### config.mk
export PLATFORM = sky130hd
export DESIGN_NAME = uart_rx
export DESIGN_NICKNAME = d
export VERILOG_FILES = /design/src/rtl/uart_rx.sv
export SDC_FILE = /design/constraint.sdc
export NUM_CORES = 1
export LEC_CHECK = 0
export BUFFER_PORTS_ARGS = -buffer_cell sky130_fd_sc_hd__buf_2
export CAP_MARGIN = 10
export CORE_MARGIN = 2
export CORE_UTILIZATION = 45
export DETAILED_ROUTE_END_ITERATION = 12
export PLACE_DENSITY = 0.68
export SETUP_SLACK_MARGIN = 0.5
export SYNTH_ARGS = -nofsm -noshare
export SYNTH_HDL_FRONTEND = slang
export SYNTH_SLANG_ARGS = --single-unit
### constraint.sdc
create_clock -name clk -period 4.5 [get_ports clk]
set_input_delay 0.45 -clock clk [delete_from_list [all_inputs] [get_ports clk]]
set_output_delay 0.45 -clock clk [all_outputs]
set_load 0.1 [all_outputs]
### src/rtl/uart_rx.sv
// UART receiver, 8N1 LSB-first by default, with a valid/ack byte handshake.
// Define UART_RX_PARITY_EN to add an even-parity bit between the data and stop bits.
module uart_rx #(
  parameter int unsigned CLKS_PER_BIT = 1042,
  parameter int unsigned DATA_BITS    = 8
) (
  input  logic                 clk,
  input  logic                 reset_n,
  input  logic                 uart_rxd,
  input  logic                 rx_ack,
  output logic [DATA_BITS-1:0] rx_data,
  output logic                 rx_valid,
  output logic                 rx_busy,
  output logic                 rx_frame_err,
  output logic                 rx_overrun,
  output logic                 rx_parity_err
);

  localparam int unsigned CntW = $clog2(CLKS_PER_BIT);
  localparam int unsigned BitW = $clog2(DATA_BITS + 1);
  localparam logic [CntW-1:0] HalfLast = CntW'(CLKS_PER_BIT / 2 - 1);
  localparam logic [CntW-1:0] BitLast  = CntW'(CLKS_PER_BIT - 1);
  localparam logic [BitW-1:0] LastBit  = BitW'(DATA_BITS - 1);

  typedef enum logic [2:0] {
    StIdle,
    StStart,
    StData,
`ifdef UART_RX_PARITY_EN
    StParity,
`endif
    StStop
  } state_e;

  state_e                state_q, state_d;
  logic                  sync1_q, sync2_q, prev_q;
  logic [CntW-1:0]       cnt_q, cnt_d;
  logic [BitW-1:0]       bit_q, bit_d;
  logic [DATA_BITS-1:0]  shift_q, shift_d;
  logic [DATA_BITS-1:0]  data_q, data_d;
  logic                  valid_q, valid_d;
  logic                  overrun_q, overrun_d;
  logic                  frame_err_q, frame_err_d;
  logic                  parity_err_q, parity_err_d;
  logic                  start_edge, byte_done, parity_ok;
`ifdef UART_RX_PARITY_EN
  logic                  parity_q, parity_d;
`endif

  // History flop makes a held-low line (break) unable to re-trigger.
  assign start_edge = prev_q & ~sync2_q;

`ifdef UART_RX_PARITY_EN
  assign parity_ok = ~(^shift_q ^ parity_q);
`else
  assign parity_ok = 1'b1;
`endif

  always_comb begin
    state_d      = state_q;
    cnt_d        = cnt_q;
    bit_d        = bit_q;
    shift_d      = shift_q;
    data_d       = data_q;
    valid_d      = valid_q;
    overrun_d    = overrun_q;
    frame_err_d  = 1'b0;
    parity_err_d = 1'b0;
    byte_done    = 1'b0;
`ifdef UART_RX_PARITY_EN
    parity_d     = parity_q;
`endif

    if (rx_ack && valid_q) begin
      valid_d   = 1'b0;
      overrun_d = 1'b0;
    end

    unique case (state_q)
      StIdle: begin
        if (start_edge) begin
          cnt_d   = '0;
          state_d = StStart;
        end
      end
      StStart: begin
        if (cnt_q == HalfLast) begin
          cnt_d   = '0;
          bit_d   = '0;
          state_d = sync2_q ? StIdle : StData;
        end else begin
          cnt_d = cnt_q + 1'b1;
        end
      end
      StData: begin
        if (cnt_q == BitLast) begin
          cnt_d   = '0;
          shift_d = {sync2_q, shift_q[DATA_BITS-1:1]};
          if (bit_q == LastBit) begin
`ifdef UART_RX_PARITY_EN
            state_d = StParity;
`else
            state_d = StStop;
`endif
          end else begin
            bit_d = bit_q + 1'b1;
          end
        end else begin
          cnt_d = cnt_q + 1'b1;
        end
      end
`ifdef UART_RX_PARITY_EN
      StParity: begin
        if (cnt_q == BitLast) begin
          cnt_d    = '0;
          parity_d = sync2_q;
          state_d  = StStop;
        end else begin
          cnt_d = cnt_q + 1'b1;
        end
      end
`endif
      StStop: begin
        if (cnt_q == BitLast) begin
          // Leave mid-stop-bit so a back-to-back start edge is not missed.
          cnt_d        = '0;
          state_d      = StIdle;
          frame_err_d  = ~sync2_q;
          parity_err_d = ~parity_ok;
          byte_done    = sync2_q & parity_ok;
        end else begin
          cnt_d = cnt_q + 1'b1;
        end
      end
      default: state_d = StIdle;
    endcase

    // A same-cycle ack consumes the old byte, so no overrun is flagged.
    if (byte_done) begin
      data_d    = shift_q;
      valid_d   = 1'b1;
      overrun_d = rx_ack ? 1'b0 : (overrun_q | valid_q);
    end
  end

  always_ff @(posedge clk or negedge reset_n) begin
    if (!reset_n) begin
      sync1_q      <= 1'b1;
      sync2_q      <= 1'b1;
      prev_q       <= 1'b1;
      state_q      <= StIdle;
      cnt_q        <= '0;
      bit_q        <= '0;
      shift_q      <= '0;
      data_q       <= '0;
      valid_q      <= 1'b0;
      overrun_q    <= 1'b0;
      frame_err_q  <= 1'b0;
      parity_err_q <= 1'b0;
`ifdef UART_RX_PARITY_EN
      parity_q     <= 1'b0;
`endif
    end else begin
      sync1_q      <= uart_rxd;
      sync2_q      <= sync1_q;
      prev_q       <= sync2_q;
      state_q      <= state_d;
      cnt_q        <= cnt_d;
      bit_q        <= bit_d;
      shift_q      <= shift_d;
      data_q       <= data_d;
      valid_q      <= valid_d;
      overrun_q    <= overrun_d;
      frame_err_q  <= frame_err_d;
      parity_err_q <= parity_err_d;
`ifdef UART_RX_PARITY_EN
      parity_q     <= parity_d;
`endif
    end
  end

  assign rx_data       = data_q;
  assign rx_valid      = valid_q;
  assign rx_busy       = (state_q != StIdle);
  assign rx_frame_err  = frame_err_q;
  assign rx_overrun    = overrun_q;
  assign rx_parity_err = parity_err_q;

endmodule

==> summary.md <==
Clock-pin slew was measured on the worst setup and hold paths at 0.07 ns. The average cell area after synthesis was 11.1 sq um; the cell count after synthesis was 166. The fraction of registers with async set or reset after synthesis works out to 100%. STA puts the critical path data arrival time at 2.51 ns. CTS built an H-tree with a depth of 2.

The die outline height was 68.0 microns. In the final design database the tool counted 190 nets. Startpoint-to-endpoint class of the critical path: flop to flop. The worst min-delay path startpoint is uart_rxd. The logs give 0 ns for the total negative setup slack and 3.12 mm for the wire length after detailed routing.

The logs give 0 for the number of max-cap violations and 0 for the number of antenna violations at the first check in global routing. The deepest clock path buffer count was 2; the clock share of power was 29.2%. The worst max-slew margin expressed relative to the limit was 44.8%; the actual slew at the worst max-slew pin was 0.828 ns. The critical path goes through inv_1, ha_1, nand4b_1, or4b_4, a22o_1, a41oi_1, a31oi_1. The area growth from synthesis to layout is 11.3%. The total vias in the final route was 1254.

The run gives 0.998 nW as the leakage power. The share of the clock period used by the worst path after layout came out at 52.4%. The post-cts repair resize count is 0, and the count of synthesis-stage warnings from yosys is 0. The via count of the first global-routing pass was 1157; the clock latency on the worst-skew pair was 0.29 ns. The detail route stage leaves a number of antenna-violating nets equal to 0. Horizontal die dimension: 68.0 microns. After synthesis, the netlist uses 44 different library cells. The worst setup path is launched from a flop. The peak supply drop was 0.220 mV. The count of cells along the worst hold path works out to 1.

TritonCTS built the clock tree. In the routed layout, each cell is associated on average with a via count of 5.38. STA classifies the critical path endpoint as a flop. The tools report the worst slack on hold paths as 0.255 ns. The fraction of synthesized cell area taken by the top area cell type is 48.8%. The detailed-route wire length per cell is 13.4 microns, and the floorplan row count is 23. Per report_power, the sequential group accounts for 45.1% of the total. In this run the clock root is driven by a clkbuf_8.

Clock skew on the completed layout was measured at 0.00883 ns. Clock tree synthesis found a total of 39 sinks. Tracing the worst setup path back leads to its startpoint at cnt_q[1]. On the critical path, the stage with the largest delay is an instance of or4b_4.

The count of buffers added on input and output ports is 15. The number of buffers and inverters on the critical path was 1. Setup slack on the worst reg-to-reg path comes out at 2.14 ns.

The cell family contributing the most delay on the critical path is compound AO/OA/AOI/OAI gates. Yosys mapped a number of flops with a built-in enable equal to 0. Entering global routing, the biggest net connects 40 pins. The path class of the tightest hold or removal check is input port to flop. For this design, the CTS-stage hold fixing added 0 buffers. The share of total power dissipated in combinational logic is 25.6%. The run gives 53.1% as the fraction of the yosys area taken by sequential cells. For this design the ratio of total power to cell area is 474 mW/mm^2. The slack of the critical path was 2.14 ns. The flow ran to the end, and the final reports show no timing, DRC or antenna violations. The logs give 0 for the final-report max-slew violation count and 0.00184 sq mm for the synthesized cell area. Origin of the critical flop-to-flop path: cnt_q[1]. The logs give 0 for the remaining global-route overflow and 0 for the total inserted antenna cells. The number of violations reported at the end of detailed-routing iteration 0 was 67; the largest stage delay on the critical path was 0.58 ns. Largest area contributor in the netlist: dfrtp_1. In this run the worst path has a maximum fanout of 21. At the end of routability-driven placement, the weighted congestion stood at 0.824. Across every metal layer, demand over resource in global routing totals 15.3%. The tools report the hold-critical path endpoint as sync1_q.

The count of cells along the worst register-to-register path is 7, and the number of hold violations in the final report is 0. The die covers 0.00463 sq mm. For this configuration, the core starts out at a cell density of 46.4%. Net switching is 35.1% of the power. The first-pass GRT wire length is 5.32 mm. The tools report the synthesized net count as 174.

Setup violations remaining at the end of the flow were counted as 0. The clock period could shrink to 2.36 ns. The number of register bits inferred by synthesis came out at 39. The wire-length estimate of the detail-placed layout is 2.23 mm. Setup repair after global routing left no endpoint under its margin. For the internal portion of total power, the log shows 0.632 mW.

The worst setup timing slack at the placement stage is 2.16 ns. The I/O pin count was 17. Buffers added to address setup during post-CTS repair amount to 0. After synthesis, the cell types taking the most area are dfrtp_1 49%, mux2_2 5.5%, mux2_4 4.9%, dfstp_2 4.3%, nand2_1 3.3%. In the routed design, unresolved DRC markers number 0.

The pre-antenna-repair detailed-routing pass consisted of 4 iterations. Most used flip-flop cell after synthesis: dfrtp_1. The tools report the endpoint of the lowest-slack register-to-register path as cnt_q[10]. The fraction of layout cells with a size suffix above 1 was 25.7%; the required time of the critical path was 4.66 ns. The floorplan step defined a core boundary enclosing 0.00397 sq mm. The number of CTS-inserted buffers was 5; the total net switching power was 0.342 mW. Based on the critical path, the design can be clocked at up to 424 MHz.
cell usage after synthesis, types with 2 or more instances:
master	count
nand4b_1	2
buf_6	2
nor3_1	2
or2_2	2
a31oi_1	6
nand3_1	7
nor4bb_1	2
a21boi_0	2
nor2b_1	2
dfstp_2	3
a21oi_1	7
inv_1	10
o22ai_1	2
o21ai_0	10
nand2_1	16
mux2_2	9
nand2b_1	3
dfrtp_1	36
clkbuf_1	2
and3_1	2
o31ai_1	2
ha_1	4
nor2_1	7
mux2_4	6
cell families (layout without fill, tap and decap cells):
family | count (synthesis) | after routing | synth area share [%]
muxes | 15 | 15 | 10.4
buffers and inverters | 16 | 33 | 4.34
adders and majority gates | 4 | 4 | 2.71
xor gates and xnor gates | 2 | 2 | 0.950
DFF | 39 | 39 | 53.1
other | 1 | 1 | 0.203
AOI/OAI and AO/OA | 35 | 35 | 11.8
and+or+nand+nor | 54 | 54 | 16.5
worst max path at each step:
stage / to / slack [ns] / depth (start not counted)
after floorplan: shift_q[0] / 2.41 / 7
after global placement: shift_q[2] / 2.23 / 6
after detailed placement: cnt_q[10] / 2.16 / 7
after CTS: cnt_q[10] / 2.14 / 7
after global routing: cnt_q[9] / 1.97 / 7
final: cnt_q[10] / 2.14 / 7
cell type report:
| cell class | count | area (sq um) |
|---|---|---|
| clock inverters | 3 | 43.8 |
| flip-flops and latches | 39 | 980 |
| inverters | 10 | 37.5 |
| multi-input cells | 111 | 785 |
| well taps | 50 | 62.6 |
| fillers | 362 | 1920 |
| repair buffers | 15 | 75.1 |
| clock buffers | 5 | 68.8 |
stage by stage:
stage / std cells / instance area, sq um / total power [mW] / util, %
2_1_floorplan: 166 / 1840 / 0.655 / -
3_3_place_gp: 225 / 1940 / 0.687 / 48.8
3_5_place_dp: 225 / 1940 / 0.695 / 48.8
4_1_cts: 233 / 2050 / 0.984 / 51.7
5_1_grt: 233 / 2050 / 1.04 / 51.7
6_report: 233 / 2050 / 0.974 / 51.7
power by group through the flow:
stage / Sequential, mW / Clock (mW) / Combinational, mW
2_1_floorplan: 0.424 / 0 / 0.231
3_3_place_gp: 0.442 / 0 / 0.245
3_5_place_dp: 0.444 / 0 / 0.251
4_1_cts: 0.438 / 0.294 / 0.252
5_1_grt: 0.447 / 0.310 / 0.285
6_report: 0.439 / 0.285 / 0.250
placed cells by master (no fill, tap or decap), drive strengths merged, types with 5 or more instances in the layout:
cell type	instances
dfrtp	36
nand2	16
buf	15
mux2	15
inv	10
o21ai	10
nor2	8
nand3	7
a21oi	7
a31oi	6
clkbuf	5
registers in the layout, indices dropped and copies added (netlist names):
name          flops
bit_q             4
cnt_q            11
prev_q            1
rx_data           8
rx_frame_err      1
rx_overrun        1
rx_valid          1
shift_q           8
state_q           2
sync1_q           1
sync2_q           1
layer usage:
layer / vias to the layer above / share of wire, % / track usage, %
met5: - / 0 / 0
met4: 0 / 1.2 / 5.25
met3: 5 / 2.9 / 3.95
met2: 17 / 50 / 25.0
met1: 616 / 46 / 19.7
li1: 616 / - / -
(Power assumes the default switching activity.)
